===== src/rtl/led_pattern_gen_multi.sv =====
// Test-pattern source for a HUB75-style panel: one dual-half row per
// valid/ready transfer, with mode/colour and scroll updated per frame.
//
// Ports:
//   clk_in, reset_in    clock, synchronous active-high reset
//   enable_in           run request (IDLE and frame boundaries)
//   mode_in, color_in   pattern select and colour, latched at frame start
//   row_out             {top_r,top_g,top_b,bot_r,bot_g,bot_b}
//   row_valid_out       row_out/row_address_out valid
//   row_ready_in        downstream accept
//   row_address_out     address of presented row
//   frame_done_out      pulse after last row of a frame is accepted
module led_pattern_gen_multi #(
  parameter int NUM_COLS     = 64,
  parameter int NUM_ROW_ADDR = 16,
  parameter int BAR_WIDTH    = 8,
  parameter int SCROLL_DIV   = 4,
  localparam int ADDR_W      = $clog2(NUM_ROW_ADDR)
) (
  input  logic                  clk_in,
  input  logic                  reset_in,
  input  logic                  enable_in,
  input  logic [3:0]            mode_in,
  input  logic [2:0]            color_in,
  output logic [6*NUM_COLS-1:0] row_out,
  output logic                  row_valid_out,
  input  logic                  row_ready_in,
  output logic [ADDR_W-1:0]     row_address_out,
  output logic                  frame_done_out
);

  localparam int SW = (NUM_COLS > 1) ? $clog2(NUM_COLS) : 1;
  localparam int DW = (SCROLL_DIV > 1) ? $clog2(SCROLL_DIV) : 1;
  localparam int N  = NUM_COLS;

  typedef enum logic [1:0] {IDLE, GEN, VALID} state_t;

  state_t            state, state_nxt;
  logic [ADDR_W-1:0] addr, addr_nxt;
  logic [6*N-1:0]    row_q, row_nxt, row_gen;
  logic              valid, valid_nxt;
  logic              done, done_nxt;
  logic [3:0]        mode_q, mode_nxt;
  logic [2:0]        color_q, color_nxt;
  logic [SW-1:0]     pos, pos_nxt;
  logic [DW-1:0]     div, div_nxt;
  logic              latch;
  logic [2:0]        t, b;

  function automatic logic [2:0] pix(
    input logic [3:0]    m,
    input logic [2:0]    k,
    input int            c,
    input int            y,
    input logic [SW-1:0] p
  );
    logic [2:0] code;
    code = 3'b000;
    if (!m[3]) begin
      code = m[2:0];
    end else begin
      unique case (m[2:0])
        3'd0:    code = (((c ^ y) & 1) == 0) ? k : 3'b000;
        3'd1:    code = 3'((c / BAR_WIDTH) % 8);
        3'd2:    code = 3'(y % 8);
        3'd3:    code = (c == int'(p)) ? k : 3'b000;
        default: code = 3'b000;
      endcase
    end
    return code;
  endfunction

  // Pixel code bit 0/1/2 drives the red/green/blue plane of each half.
  always_comb begin
    row_gen = '0;
    t = 3'b000;
    b = 3'b000;
    for (int c = 0; c < N; c++) begin
      t = pix(mode_q, color_q, c, int'(addr), pos);
      b = pix(mode_q, color_q, c, int'(addr) + NUM_ROW_ADDR, pos);
      row_gen[5*N+c] = t[0];
      row_gen[4*N+c] = t[1];
      row_gen[3*N+c] = t[2];
      row_gen[2*N+c] = b[0];
      row_gen[N+c]   = b[1];
      row_gen[c]     = b[2];
    end
  end

  always_comb begin
    state_nxt = state;
    addr_nxt  = addr;
    row_nxt   = row_q;
    valid_nxt = valid;
    done_nxt  = 1'b0;
    mode_nxt  = mode_q;
    color_nxt = color_q;
    pos_nxt   = pos;
    div_nxt   = div;
    latch     = 1'b0;
    unique case (state)
      IDLE: begin
        if (enable_in) begin
          latch     = 1'b1;
          addr_nxt  = '0;
          state_nxt = GEN;
        end
      end
      GEN: begin
        row_nxt   = row_gen;
        valid_nxt = 1'b1;
        state_nxt = VALID;
      end
      VALID: begin
        if (row_ready_in) begin
          valid_nxt = 1'b0;
          if (addr != ADDR_W'(NUM_ROW_ADDR - 1)) begin
            addr_nxt  = addr + ADDR_W'(1);
            state_nxt = GEN;
          end else begin
            done_nxt = 1'b1;
            addr_nxt = '0;
            if (div == DW'(SCROLL_DIV - 1)) begin
              div_nxt = '0;
              pos_nxt = (pos == SW'(NUM_COLS - 1)) ? '0 : pos + SW'(1);
            end else begin
              div_nxt = div + DW'(1);
            end
            if (enable_in) begin
              latch     = 1'b1;
              state_nxt = GEN;
            end else begin
              state_nxt = IDLE;
            end
          end
        end
      end
      default: state_nxt = IDLE;
    endcase
    // A new pattern restarts the scroll from column 0.
    if (latch) begin
      mode_nxt  = mode_in;
      color_nxt = color_in;
      if (mode_in != mode_q) begin
        pos_nxt = '0;
        div_nxt = '0;
      end
    end
  end

  always_ff @(posedge clk_in) begin
    if (reset_in) begin
      state   <= IDLE;
      addr    <= '0;
      row_q   <= '0;
      valid   <= 1'b0;
      done    <= 1'b0;
      mode_q  <= '0;
      color_q <= '0;
      pos     <= '0;
      div     <= '0;
    end else begin
      state   <= state_nxt;
      addr    <= addr_nxt;
      row_q   <= row_nxt;
      valid   <= valid_nxt;
      done    <= done_nxt;
      mode_q  <= mode_nxt;
      color_q <= color_nxt;
      pos     <= pos_nxt;
      div     <= div_nxt;
    end
  end

  assign row_out         = row_q;
  assign row_valid_out   = valid;
  assign row_address_out = addr;
  assign frame_done_out  = done;

endmodule


===== config.mk =====
export PLATFORM = sky130hd
export DESIGN_NAME = led_pattern_gen_multi
export DESIGN_NICKNAME = d
export VERILOG_FILES = /design/src/rtl/led_pattern_gen_multi.sv
export SDC_FILE = /design/constraint.sdc
export NUM_CORES = 1
export LEC_CHECK = 0
export CAP_MARGIN = 20
export CORE_AREA = 2 2 157 159
export CTS_BUF_LIST = sky130_fd_sc_hd__clkbuf_2
export CTS_CLUSTER_SIZE = 16
export DETAILED_ROUTE_END_ITERATION = 8
export DIE_AREA = 0 0 159 161
export PLACE_DENSITY_LB_ADDON = 0.3
export RECOVER_POWER = 25
export SLEW_MARGIN = 40
export SYNTH_ARGS = -nofsm -noshare
export SYNTH_HDL_FRONTEND = slang
export SYNTH_SLANG_ARGS = --single-unit

===== constraint.sdc =====
create_clock -name clk_in -period 2.7 [get_ports clk_in]
set_input_delay 0.54 -clock clk_in [delete_from_list [all_inputs] [get_ports clk_in]]
set_output_delay 0.54 -clock clk_in [all_outputs]
set_load 0.005 [all_outputs]

==> flow_metrics.tcl <==
set metrics [dict create \
    cts_tree "done" \
    synth.avg_cell_area_um2 9.20 \
    rr_startpoint "mode_q[1]" \
    setup_viol_count_final 0 \
    cts_setup_buffers 0 \
    place_area_mm2 0.0135 \
    critPathSlowestCell "clkdlybuf4s50_1" \
    ant_nets 0 \
    worstSetupEndpoint "row_address_out[2]" \
    dieArea_mm2 0.0256 \
    fin_crit_ns 2.48 \
    clock-sinks 215 \
    layout-area-overhead-vs-synth_pct 30.4 \
    route.detailed.drc 0 \
    ys.flop_type "dfxtp_1" \
    syn_inst 1156 \
    drt-initial-drc-count 833 \
    fp-row-count 57 \
    grt_pass1_wl_um 56000 \
    cp_num_buf_inv 1 \
    gp_congestion 0.860 \
    worstSetupEndpointType "primary output" \
    avgRoutedWirePerCell_um 22.0 \
    ff2ff_setup_slack_ns 0.22 \
    drt_pre_antenna_iters 5 \
    start_kind "flip-flop" \
    final.setup.tns_ns 0 \
    core_area_mm2 0.0240 \
    floorplan.initialDensity_pct 44.4 \
    leakagePower_nw 4.92 \
    peakVddDrop_mv 0.279 \
    hold_class "in -> reg" \
    hold_viol_final 0 \
    nets 1360 \
    dieWidth_um 159 \
    dp.cells 1611 \
    syn_nets 1173 \
    synth.cell_area_mm2 0.0106 \
    cts_buffer_depth 3 \
    worst_slack_ns 0.219 \
    antenna_found_initial 1 \
    slew_headroom_pct 3.04 \
    final.period_utilization_pct 91.9 \
    grt_overflow 0 \
    power_mw 7.66 \
    clk_latency_ns 0.86 \
    clock_skew_ns 0.0860 \
    yosys_warnings 0 \
    rsz0062_at_grt "no" \
    synth_top_area_share_pct 40.5 \
    grt_pass1_vias 9301 \
    vias 9602 \
    drive_gt1_share_pct 21.2 \
    pre_cts_slack_ns 0.393 \
    h-tree-depth 2 \
    worstPathMaxFanout 11 \
    startpoint "row_address_out[2]" \
    port_buffers 400 \
    root_buffer "clkbuf_2" \
    fmax_mhz 403 \
    p_per_area_mw_per_mm2 552 \
    synth_top_area_cell "dfxtp_1" \
    reg2reg_to "row_out[360]" \
    chipHeight_um 161 \
    required_ns 2.16 \
    grt_max_degree 122 \
    worst_pin_slew_ns 1.45 \
    arrival_ns 1.94 \
    cp_top_family "buffers and inverters" \
    cp.depth 1 \
    synth.area.top_cells "dfxtp_1 (40%), o221a_2 (17%), buf_4 (14%)" \
    slowest_delay_ns 0.61 \
    cts_made_buffers 54 \
    synth_edf_count 0 \
    path_class "reg -> out" \
    instances_no_fill 1705 \
    slew_violations 0 \
    wl_um 37400 \
    routed_via_density 5.63 \
    dp_hpwl_um 25900 \
    ctsHoldBuffers 0 \
    ios 401 \
    max-cap-violations 0 \
    ys_ff_latch 215 \
    grtUsageTotal_pct 27.8 \
    crit_chain "clkdlybuf4s50_1" \
    reg2regPathDepth 5 \
    stdcell_area_mm2 0.0139 \
    outcome "complete, no violations" \
    yosysUniqueCellTypes 53 \
    path_clk_slew_ns 0.10 \
    synth_seq_area_share_pct 40.5 \
    async_flop_share_pct 0 \
]
==> layout make-up <==
class | count | area, um^2
fillers | 2202 | 10100
repair buffers | 426 | 4250
inverters | 6 | 22.5
diodes | 5 | 12.5
multi-input cells | 640 | 4430
well taps | 324 | 405
clock inverters | 12 | 76.3
flip-flops and latches | 215 | 4310
clock buffers | 77 | 385
==> worst min path at each step <==
stage                      startpoint    endpoint  slack [ns]  depth (start not counted)
after detailed placement       div[1]      div[1]        0.48                          2
after global routing      color_in[2]  color_q[2]        0.33                          3
after CTS                 color_in[0]  color_q[0]        0.30                          3
final                     color_in[0]  color_q[0]        0.36                          3
after global placement         div[1]      div[1]        0.48                          2
after floorplan                div[1]      div[1]        0.46                          2
==> stage by stage <==
step / utilization (%) / hold slack, ns
6_report: 57.9 / 0.364
5_1_grt: 57.9 / 0.329
4_1_cts: 58.1 / 0.297
3_5_place_dp: 56.2 / 0.481
3_3_place_gp: 56.0 / 0.481
2_1_floorplan: - / 0.457
==> layer usage <==
metal	up-vias	GRT usage, %	part of all wire [%]
li1	4366	-	-
met1	4662	35.3	40
met2	492	46.0	48
met3	82	5.14	7.5
met4	0	13.1	3.8
met5	-	0	0
==> synthesized netlist by cell type, drive strengths merged (3+ instances only) <==
cell type	number
nor3	34
nor2b	8
a21o	4
buf	257
nand2b	12
mux2i	11
a211oi	20
nand4	11
xnor2	4
o21ai	17
or3	9
inv	6
nor2	180
ha	6
and3b	11
and2	3
nand3	20
a21oi	26
nand2	68
dfxtp	215
and3	5
clkbuf	38
o221a	166
==> cells by family after synthesis <==
logic type,count (synthesis),synth area share [%]
muxes,12,1.14
adders and majority gates,6,0.706
and+or+nand+nor,369,15.8
buffers and inverters,301,18.4
xor gates and xnor gates,6,0.494
AOI/OAI and AO/OA,247,23.1
DFF,215,40.5
==> registers in the layout, summed over array words and instances, names as in the netlist <==
| signal | cells |
|---|---|
| frame_done_out | 1 |
| state | 2 |
| row_out | 192 |
| div | 2 |
| pos | 6 |
| mode_q | 4 |
| row_valid_out | 1 |
| row_address_out | 4 |
| color_q | 3 |
==> power by group <==
group / total [mW] / internal, mW / switching, mW
combinational: 1.77 / 1.09 / 0.679
clock: 2.18 / 0.849 / 1.33
sequential: 3.71 / 3.43 / 0.281
total: 7.66 / 5.37 / 2.29
==> timing repair <==
item,4_1_cts,5_1_grt
gates resized for setup,0,1
endpoints found under the hold margin,0,0
setup endpoints to repair,0,1
==> cell usage in the layout (no fill, tap or decap), types with 3 or more instances in the layout <==
cell type        instances
clkdlybuf4s50_1        399
dfxtp_1                214
nor2_1                 178
o221a_2                165
clkbuf_2                79
nand2_1                 66
nor3_1                  34
a21oi_1                 20
a211oi_1                20
nand3_1                 18
buf_4                   16
o21ai_0                 13
nand2b_1                12
and3b_1                 11
nand4_1                 11
mux2i_1                 11
or3_1                    9
clkinv_1                 9
nor2b_1                  7
inv_1                    6
ha_1                     6
diode_2                  5
a21oi_2                  5
and3_1                   5
buf_12                   5
a21o_1                   4
xnor2_1                  4
and2_1                   3
clkbuf_1                 3
==> worst reg2reg max path, stage by stage (launching register included) <==
cell,delay (ns)
dfxtp_1,0.62
clkbuf_2,0.30
nand2b_1,0.10
o311ai_2,0.74
clkbuf_2,0.43
o221a_2,0.24
(Power assumes the default switching activity.)
